### src/rtl/wam_pkg.sv
// wam_pkg: shared state encodings, LFSR polynomial, level clamp and popcount helper
package wam_pkg;
  typedef enum logic [1:0] {
    ST_IDLE  = 2'd0,
    ST_PLAY  = 2'd1,
    ST_PAUSE = 2'd2,
    ST_OVER  = 2'd3
  } state_t;
  localparam logic [15:0] LFSR_POLY = 16'hB400;
  localparam logic [3:0] LVL_MAX = 4'd9;
  function automatic logic [4:0] pop16(input logic [15:0] v);
    pop16 = '0;
    for (int j = 0; j < 16; j++) pop16 += {4'd0, v[j]};
  endfunction
endpackage

### src/rtl/wam_if.sv
// wam_if: player controls in, game status out
interface wam_if #(
  parameter int N_HOLES = 8,
  parameter int SCORE_W = 12
);
  logic start;
  logic pse;
  logic [3:0] level;
  logic [N_HOLES-1:0] tap;
  logic [N_HOLES-1:0] holes;
  logic [SCORE_W-1:0] score;
  logic [7:0] time_left;
  logic [1:0] state;
  logic hit_p;
  modport master (output start, pse, level, tap, input holes, score, time_left, state, hit_p);
  modport slave (input start, pse, level, tap, output holes, score, time_left, state, hit_p);
endinterface

### src/rtl/wam_hole.sv
// wam_hole: one hole's presence flag and lifetime countdown
module wam_hole #(
  parameter int AGE_W = 4
) (
  input  logic             clk,
  input  logic             clr_n,
  input  logic             tick,
  input  logic             spawn,
  input  logic             hit,
  input  logic             clear_all,
  input  logic [AGE_W-1:0] age_load,
  output logic             active
);
  logic [AGE_W-1:0] age;
  always_ff @(posedge clk or negedge clr_n) begin
    if (!clr_n) begin
      active <= 1'b0;
      age <= '0;
    end else if (clear_all || hit) begin
      active <= 1'b0;
    end else if (spawn) begin
      active <= 1'b1;
      age <= age_load;
    end else if (tick && active) begin
      active <= age != AGE_W'(1);
      age <= age - 1'b1;
    end
  end
endmodule

### src/rtl/wam_core.sv
// wam_core: whack-a-mole engine with round timer, LFSR spawner, tap sync and scoring
module wam_core
  import wam_pkg::*;
#(
  parameter int          N_HOLES     = 8,
  parameter int          TICK_DIV    = 524288,
  parameter int          ROUND_TICKS = 60,
  parameter int          AGE_W       = 4,
  parameter int          MAX_AGE     = 12,
  parameter int          SCORE_W     = 12,
  parameter int          MISS_PEN    = 1,
  parameter logic [15:0] SEED        = 16'hACE1
) (
  input logic  clk,
  input logic  clr_n,
  wam_if.slave bus
);
  localparam int PW = $clog2(TICK_DIV);
  localparam int SMAX = (1 << SCORE_W) - 1;
  state_t st;
  logic [15:0] lfsr;
  logic [PW-1:0] presc;
  logic [N_HOLES+1:0] s1, s2, s3, edge_p;
  logic [N_HOLES-1:0] holes, hit_v, miss_v;
  logic [SCORE_W-1:0] score;
  logic [7:0] time_left;
  logic [AGE_W-1:0] age_load;
  logic [3:0] lvl;
  logic [4:0] idx;
  logic hit_p, play, tick, rnd_ok, restart, last_tick, clear_all, start_p, pse_p;
  int sum;
  assign edge_p = s2 & ~s3;
  assign start_p = edge_p[N_HOLES+1];
  assign pse_p = edge_p[N_HOLES];
  assign play = st == ST_PLAY;
  assign tick = play && presc == PW'(TICK_DIV - 1);
  assign restart = start_p && (st == ST_IDLE || st == ST_OVER);
  assign last_tick = tick && time_left == 8'd1;
  assign clear_all = restart || last_tick;
  assign lvl = bus.level > LVL_MAX ? LVL_MAX : bus.level;
  assign rnd_ok = {1'b0, lfsr[15:8]} < 9'd64 + {1'b0, lvl, 4'd0};
  assign idx = 5'({1'b0, lfsr[7:4]} % 5'(N_HOLES));
  assign age_load = AGE_W'(MAX_AGE) - AGE_W'(lvl);
  assign hit_v = edge_p[N_HOLES-1:0] & holes & {N_HOLES{play}};
  assign miss_v = edge_p[N_HOLES-1:0] & ~holes & {N_HOLES{play && MISS_PEN != 0}};
  assign sum = int'(score) + int'(pop16(16'(hit_v))) - int'(pop16(16'(miss_v)));
  for (genvar i = 0; i < N_HOLES; i++) begin : g_hole
    wam_hole #(.AGE_W(AGE_W)) u_hole (
      .clk      (clk),
      .clr_n    (clr_n),
      .tick     (tick),
      .spawn    (tick && rnd_ok && idx == 5'(i) && !holes[i]),
      .hit      (hit_v[i]),
      .clear_all(clear_all),
      .age_load (age_load),
      .active   (holes[i])
    );
  end
  always_ff @(posedge clk or negedge clr_n) begin
    if (!clr_n) begin
      st <= ST_IDLE;
      score <= '0;
      time_left <= '0;
      hit_p <= 1'b0;
      presc <= '0;
      lfsr <= SEED == 16'h0 ? 16'h1 : SEED;
      {s3, s2, s1} <= '0;
    end else begin
      lfsr <= {1'b0, lfsr[15:1]} ^ (lfsr[0] ? LFSR_POLY : 16'h0);
      {s3, s2, s1} <= {s2, s1, bus.start, bus.pse, bus.tap};
      hit_p <= |hit_v;
      if (restart) begin
        st <= ST_PLAY;
        score <= '0;
        time_left <= 8'(ROUND_TICKS);
        presc <= '0;
      end else if (play) begin
        score <= sum < 0 ? '0 : sum > SMAX ? SCORE_W'(SMAX) : SCORE_W'(sum);
        presc <= tick ? '0 : presc + 1'b1;
        time_left <= tick ? time_left - 8'd1 : time_left;
        st <= last_tick ? ST_OVER : pse_p && !start_p ? ST_PAUSE : ST_PLAY;
      end else if (st == ST_PAUSE && pse_p && !start_p) begin
        st <= ST_PLAY;
      end
    end
  end
  assign bus.holes = holes;
  assign bus.score = score;
  assign bus.time_left = time_left;
  assign bus.state = st;
  assign bus.hit_p = hit_p;
endmodule
### src/flat_wrapper.sv
// flat-port wrapper written by rule: the top's interface ports become plain ports
module wam_core_flat import wam_pkg::*;
#(
  parameter int          N_HOLES     = 8,
  parameter int          TICK_DIV    = 524288,
  parameter int          ROUND_TICKS = 60,
  parameter int          AGE_W       = 4,
  parameter int          MAX_AGE     = 12,
  parameter int          SCORE_W     = 12,
  parameter int          MISS_PEN    = 1,
  parameter logic [15:0] SEED        = 16'hACE1
)
  (clk, clr_n, bus_start, bus_pse, bus_level, bus_tap, bus_holes, bus_score, bus_time_left, bus_state, bus_hit_p);
  wam_if #(.N_HOLES(N_HOLES), .SCORE_W(SCORE_W)) bus_i ();
  input logic clk;
  input logic clr_n;
  input wire logic [$bits(bus_i.start)-1:0] bus_start;
  input wire logic [$bits(bus_i.pse)-1:0] bus_pse;
  input wire logic [$bits(bus_i.level)-1:0] bus_level;
  input wire logic [$bits(bus_i.tap)-1:0] bus_tap;
  output wire logic [$bits(bus_i.holes)-1:0] bus_holes;
  output wire logic [$bits(bus_i.score)-1:0] bus_score;
  output wire logic [$bits(bus_i.time_left)-1:0] bus_time_left;
  output wire logic [$bits(bus_i.state)-1:0] bus_state;
  output wire logic [$bits(bus_i.hit_p)-1:0] bus_hit_p;
  assign bus_i.start = bus_start;
  assign bus_i.pse = bus_pse;
  assign bus_i.level = bus_level;
  assign bus_i.tap = bus_tap;
  assign bus_holes = bus_i.holes;
  assign bus_score = bus_i.score;
  assign bus_time_left = bus_i.time_left;
  assign bus_state = bus_i.state;
  assign bus_hit_p = bus_i.hit_p;
  wam_core #(.N_HOLES(N_HOLES), .TICK_DIV(TICK_DIV), .ROUND_TICKS(ROUND_TICKS), .AGE_W(AGE_W), .MAX_AGE(MAX_AGE), .SCORE_W(SCORE_W), .MISS_PEN(MISS_PEN), .SEED(SEED)) u_core (.clk(clk), .clr_n(clr_n), .bus(bus_i));
endmodule
### config.mk
export PLATFORM = sky130hd
export DESIGN_NAME = wam_core_flat
export DESIGN_NICKNAME = d
export VERILOG_FILES = /design/src/rtl/wam_pkg.sv /design/src/rtl/wam_if.sv /design/src/rtl/wam_hole.sv /design/src/rtl/wam_core.sv /design/src/flat_wrapper.sv
export SDC_FILE = /design/constraint.sdc
export NUM_CORES = 1
export LEC_CHECK = 0
export ABC_AREA = 1
export BUFFER_PORTS_ARGS = -buffer_cell sky130_fd_sc_hd__buf_2
export CORE_ASPECT_RATIO = 1.1
export CORE_UTILIZATION = 30
export CTS_CLUSTER_SIZE = 8
export DETAILED_ROUTE_END_ITERATION = 8
export PLACE_DENSITY = 0.51
export REMOVE_ABC_BUFFERS = 1
export SYNTH_ARGS = -nofsm -noshare
export SYNTH_HDL_FRONTEND = slang
export SYNTH_HIERARCHICAL = 1
export SYNTH_SLANG_ARGS = --single-unit
### constraint.sdc
create_clock -name clk -period 5.5 [get_ports clk]
set_clock_uncertainty 0.15 [all_clocks]
set_input_delay 1.1 -clock clk [delete_from_list [all_inputs] [get_ports clk]]
set_output_delay 1.1 -clock clk [all_outputs]
set_load 0.05 [all_outputs]
### Word-level counts from Yosys, hierarchy flattened

Index checks and enable logic that the tools add are counted.
W data, S select, Z words.

| word-level totals | value |
|---|---|
| memories kept | 0 |
| memory bits (writable) | 0 |
| input port bits | 16 |
| output and inout port bits | 31 |
| bits in latches | 0 |
| word-level logic and storage cells | 231 |
| flip-flop bits (word level) | 128 |
| bits in read-only memories | 0 |

| cells by class | value |
|---|---|
| bitwise logic cells | 16 |
| div/mod/pow operators | 0 |
| reductions and logical operators | 81 |
| multiplexer cells | 57 |
| add/sub/neg operators | 28 |
| eq/ne operators | 20 |
| multiply operators | 0 |
| $lt $le $gt $ge | 4 |
| shift-type cells | 0 |

Operator list:

| kind | number |
|---|---|
| $mux W4 | 17 |
| $add A5 B1 Y5 | 12 |
| $mux W19 | 3 |
| $mux W12 | 4 |
| $and A8 B8 Y8 | 4 |
| $gt A32 B13 Y1 const B | 1 |
| $lt A32 B1 Y1 const B | 1 |
| $ne A4 B1 Y1 const B | 8 |
| $sub A32 B6 Y32 | 1 |
| $sub A4 B1 Y4 const B | 8 |
| $logic_and A1 B1 Y1 | 31 |
| $reduce_bool A3 Y1 | 9 |
| $mux W1 | 24 |
| $mux W8 | 3 |
| $reduce_bool A2 Y1 | 10 |
| $add A19 B1 Y19 const B | 1 |
| $eq A19 B19 Y1 const B | 1 |
| $reduce_and A2 Y1 | 9 |
| $mux W16 | 1 |
| $xor A15 B16 Y16 | 1 |
| $add A12 B5 Y13 | 1 |
| $eq A3 B3 Y1 const B | 4 |
| $and A10 B10 Y10 | 1 |
| $logic_or A1 B1 Y1 | 10 |
| 19 further kinds | 41 |

### Logic depth before layout (Yosys ltp)

| logic depth | value |
|---|---|
| word-level depth | 18 |
| gate-level depth with buffers | 29 |
| mapped depth without buffers | 28 |

### Hierarchy

Netlist, hierarchy kept.

Modules (own cells, without submodules):

| module | instances | area an instance (um^2) | cells an instance | sequential area each (um^2) |
|---|---|---|---|---|
| wam_core | 1 | 4764.6 | 544 | 2212.1 |
| wam_hole | 8 | 325.3 | 44 | 125.1 |

### Worst setup path after synthesis

No wires, ideal clock.

| timing | value |
|---|---|
| kind | reg2reg |
| start point | reg u_core.st[0], in the netlist u_core/bus.state[0] |
| end point | reg u_core.score[9], in the netlist u_core/bus.score[9] |
| setup time | 118 ps |
| data required time | 5232 ps |
| setup slack | -19 ps |
| data arrival time | 5251 ps |
| period minus slack after synthesis | 5519 ps |
| stages on the path, launching flop included | 24 |
| buffers on the path | 1 |
| path through | dfrtp_1 > ha_1 > buf_1 > nand3_1 > nor2_1 > fa_1 > inv_1 > fa_1 > inv_1 > fa_1 > fa_1 > inv_1 > fa_1 > inv_1 > ha_1 > inv_1 > fa_1 > o21ai_1 > nand3_1 > nand2_1 > xor2_1 > nand2_1 > nand2_1 > nand2_1 |

| between the ends | value |
|---|---|
| elaborated cells between the ends (all ways) | 30 |
| classes of those cells | add/sub (16); order compare (2); eq/ne (2); mux (4); bitwise (2); reduce/logical (4) |

RTL lines:

| element | RTL line | text |
|---|---|---|
| start: declaration | wam_core.sv:20 | `state_t st;` |
| start signal: assignment | wam_core.sv:81 | `st <= last_tick ? ST_OVER : pse_p && !start_p ? ST_PAUSE : ST_PLAY;` |
| $eq A2 B1 Y1 (*) | wam_core.sv:35 | `assign play = st == ST_PLAY;` |
| $and A8 B8 Y8 (*) | wam_core.sv:44 | `assign hit_v = edge_p[N_HOLES-1:0] & holes & {N_HOLES{play}};` |
| net u_core.hit_v[4] | wam_core.sv:24 | `logic [N_HOLES-1:0] holes, hit_v, miss_v;` |
| $add A5 B1 Y5 (*) (4 in series) | wam_pkg.sv:13 | `for (int j = 0; j < 16; j++) pop16 += {4'd0, v[j]};` |
| $add A12 B5 Y13 (*) | wam_core.sv:46 | `assign sum = int'(score) + int'(pop16(16'(hit_v))) - int'(pop16(16'(miss_v)));` |
| $sub A32 B6 Y32 (*) | wam_core.sv:46 |  |
| $gt A32 B13 Y1 | wam_core.sv:78 | `score <= sum < 0 ? '0 : sum > SMAX ? SCORE_W'(SMAX) : SCORE_W'(sum);` |
| $mux W12 | wam_core.sv:78 |  |
| $mux W12 (*) | wam_core.sv:78 |  |
| $mux W12 (*) | wam_core.sv:77 | `end else if (play) begin` |
| $mux W12 (*) | wam_core.sv:72 | `if (restart) begin` |
| end signal: assignment | wam_core.sv:78 |  |
| end: declaration | wam_core.sv:25 | `logic [SCORE_W-1:0] score;` |

Mark *: on every way through the listed nets, which the timed path passes. The rest lies on a longest branch. The select of a mux whose other input is x is not followed.
A chain may end at the register's enable or synchronous reset.

### Worst setup path in the final report

| timing | value |
|---|---|
| start point | reg u_core.st[0], in the netlist u_core/bus.state[0] |
| end point | reg u_core.score[11], in the netlist u_core/bus.score[11] |

| between the ends | value |
|---|---|
| elaborated cells between the ends (all ways) | 30 |
| classes of those cells | add/sub (16); order compare (2); eq/ne (2); mux (4); bitwise (2); reduce/logical (4) |

RTL lines:

| element | RTL line |
|---|---|
| $eq A2 B1 Y1 (*) | wam_core.sv:35 |
| $and A8 B8 Y8 (*) | wam_core.sv:44 |
| net u_core.hit_v[2] | wam_core.sv:24 |
| $add A5 B1 Y5 (*) (6 in series) | wam_pkg.sv:13 |
| $add A12 B5 Y13 (*) | wam_core.sv:46 |
| $sub A32 B6 Y32 (*) | wam_core.sv:46 |
| $gt A32 B13 Y1 | wam_core.sv:78 |
| $mux W12 | wam_core.sv:78 |
| $mux W12 (*) | wam_core.sv:78 |
| $mux W12 (*) | wam_core.sv:77 |
| $mux W12 (*) | wam_core.sv:72 |

Marked as above.

==> results by group <==
Run status
  • Status: finished clean

STA
  • Final WS setup: 0.3240 ns
  • Final Hold Fails: 0
  • Pins Over Slew Limit: 0
  • Hold Slack: 0.1963 ns
  • RSZ-0062 raised after global routing: false
  • Worst slew pin tran: 1.123 ns
  • Slew Limit Headroom: 25.12%
  • Final min period: 5.176 ns
  • Final period util: 94.11%
  • Setup Viol. Count Final: 0
  • Fmax: 193.2 MHz
  • Total Neg Setup Slack: 0 ns

Finish
  • Area delta synth->final: 17.95%
  • Storage element area: 3213 um^2
  • Cell area after layout: 8690 um^2
  • Share of cells above drive strength 1: 17.14%
  • N_diodes: 0
  • Layout Utilization: 36.44%
  • Final nets: 1036
  • Fill cells: 2478
  • Multi-input gate area: 3622 um^2
  • Fin cells: 1285

Power
  • Pwr Density: 465.4 nW/um^2
  • Pleak: 4.527 nW
  • Combinational Power Share: 42.8%
  • Net Sw Power: 1.683 mW
  • Sequential power share: 28.3%
  • Clock power share: 29.0%
  • Peak supply drop: 0.2262 mV
  • Internal: 2.361 mW
  • Sw frac: 41.61%
  • Total power: 4.044 mW

Logic synthesis
  • Mapped Cells: 896
  • Synth cell count leaders: nand2_1 (229), dfrtp_1 (120), inv_1 (115), nor2_1 (94), nand3_1 (47)
  • Ranking of synthesized cells by area: dfrtp_1 (41%), nand2_1 (12%), ha_1 (6.8%)
  • Sequential-to-total area share from yosys stat: 43.61%
  • EDFF count, synth: 0
  • Top-area cell type share of the netlist area: 40.76%
  • Yosys cell types: 44
  • Yosys top cell by area: dfrtp_1
  • Main synth FF type: dfrtp_1
  • Most common cell in the netlist: nand2_1
  • Yosys reg bits: 128
  • Async SR Flop Fraction: 100.0%
  • Synth Area per Inst: 8.222 um^2
  • Synthesized cell area: 7367 um^2
  • Warnings from Yosys: 6

Floorplanning
  • Die Wd: 151.4 um
  • Std cell rows: 59
  • IO Pins: 47
  • Core footprint: 23840 um^2
  • Die Area: 25190 um^2
  • Initial Util: 30.90%
  • Chip Height: 166.4 um

Min path
  • Hold/Removal Path Class: reg2reg

Clocking
  • # hold bufs at CTS: 0
  • Clk_lat worst skew: 0.42 ns
  • Num CTS Buffers: 17
  • CTS tree: yes
  • Clock-pin slew of the registers on the worst-case setup and hold paths: 0.06 ns
  • Clock sinks: 128
  • CTS root buf: clkbuf_16
  • CTS Buffer Depth: 2
  • CTS H-tree lvls: 4

Place
  • Number of buffers added on ports: 46
  • DPL Wire Length: 12.14 mm
  • GP Congestion: 0.8234
  • Placed instance area: 8010 um^2
  • Cells after DPL: 1250
  • Pre-CTS WS: 0.07394 ns

Setup path
  • Worst path required time: 5.70 ns
  • Family with the most delay on the worst path: adder cells
  • CP endpoint kind: register
  • Most frequent cell on the critical path: inv_1
  • WP data arrival: 5.38 ns
  • CP max FO: 11
  • Startpoint Class: register
  • Crit Path Category: reg2reg
  • Crit-path cells: ha_4 > buf_6 > nand4_1 > inv_1 > fa_1 > inv_1 > fa_1 > inv_1 > fa_1 > fa_1 > inv_1 > fa_1 > inv_1 > ha_1 > inv_1 > fa_2 > nand3b_1 > nand4_1 > nand2_2 > clkinvlp_4 > nand2_1 > nand2_1
  • Setup slack, reg-to-reg: 0.32 ns
  • Buf/Inv on CP: 8
  • Slowest Stage Delay on Critical Path: 0.55 ns
  • Crit path max-delay cell type: fa_1

Job
  • Max-cap viol count: 0

GRT
  • Initial antenna violation count: 0
  • Vias in the first global route: 5616
  • Wire length of the first global-routing pass: 28.23 mm
  • Total GRT Usage: 14.47%
  • Remaining Overflow, GRT: 0
  • Largest net degree at the start of global routing: 94

Route
  • DRC Markers: 0
  • DR pass1 iterations: 5
  • DRT antenna net count: 0
  • Routed wire length per instance: 13.21 um
  • Via Count: 5809
  • Final WL: 16.98 mm
  • Via density: 4.521
  • Initial DRC Count: 324
-- worst register-to-register path, stage by stage, from the launching register on --
cell and delay (ns):
dfrtp_1 0.42, ha_4 0.19, buf_6 0.14, nand4_1 0.08, inv_1 0.10, fa_1 0.55, inv_1 0.05, fa_1 0.47
inv_1 0.05, fa_1 0.48, fa_1 0.55, inv_1 0.05, fa_1 0.38, inv_1 0.06, ha_1 0.16, inv_1 0.06
fa_2 0.37, nand3b_1 0.21, nand4_1 0.18, nand2_2 0.13, clkinvlp_4 0.16, nand2_1 0.07, nand2_1 0.05
-- repair_timing --
item                                    CTS  global route
endpoints found under the setup margin    0            12
buffers inserted                          0             2
resized for setup                         0            13
-- final cells by class --
type	instances	area share [%]
multi-input combinational	624	41.68
timing repair buffer	57	3.715
clock buffer	18	4.939
tap	305	4.392
inverter	138	6.091
sequential	128	36.98
clock inverter	14	2.117
timing repair inverter	1	0.08639
-- cell usage in the layout, fill, tap and decap left out, types with 3 or more instances in the layout --
cell          n
nor2_1       92
nand3_1      47
dfstp_2       8
nand3_2       3
o21ai_1      39
clkinvlp_4    4
o21ai_0      19
nor3_1       12
clkinv_4      6
nand2_2      10
nand2_1     227
nor2_2        4
inv_6         3
inv_4         3
dfrtp_1     120
xnor2_1       6
a21oi_1      21
bufinv_16     3
buf_4        10
inv_2        19
clkbuf_16    17
ha_1         39
nand2_4      10
buf_2        45
xor2_1       22
inv_1       114
fa_1         12
nand4_1      26
nor2_4       11
-- registers in the layout (all words and copies together) (netlist names) --
| signal | cells |
|---|---|
| u_core/s1 | 10 |
| u_core/bus.score | 12 |
| u_core/g_hole.u_hole/active | 8 |
| u_core/presc | 19 |
| u_core/s2 | 10 |
| u_core/bus.time_left | 8 |
| u_core/lfsr | 16 |
| u_core/s3 | 10 |
| u_core/g_hole.u_hole/age | 32 |
| u_core/bus.state | 2 |
| u_core/bus.hit_p | 1 |
-- power by group through the flow --
stage,registers (mW),clock network [mW],logic [mW]
floorplan,1.34,0,1.10
global placement,1.16,0,1.68
detailed placement,1.16,0,1.68
CTS,1.15,1.21,1.69
global route,1.16,1.25,1.98
finish,1.14,1.17,1.73
-- per-layer routing --
| metal | global-route usage, % | routed length (um) |
|---|---|---|
| met3 | 2.912 | 594 |
| met4 | 5.000 | 198 |
| met2 | 22.37 | 7817 |
| met5 | 0 | 0 |
| met1 | 19.90 | 8365 |
-- worst paths after layout --
kind / depth (start not counted) / endpoint / start
max: 22 / u_core/bus.score[11] / u_core/bus.state[0]
min: 0 / u_core/s2[9] / u_core/s1[9]
max reg2reg: 22 / u_core/bus.score[11] / u_core/bus.state[0]
min reg2reg: 0 / u_core/s2[9] / u_core/s1[9]
max in group asynchronous: 2 / u_core/g_hole[0].u_hole/active / clr_n
min in group asynchronous: 1 / u_core/s1[3] / clr_n
-- logic make-up after synthesis --
group | share of synthesized area [%]
adders and majority gates | 10.33
buffers and inverters | 7.676
DFF | 43.61
xor gates and xnor gates | 3.329
and+or+nand+nor | 28.87
AOI/OAI and AO/OA | 6.182
No activity file was read; power rests on OpenSTA's default activity.
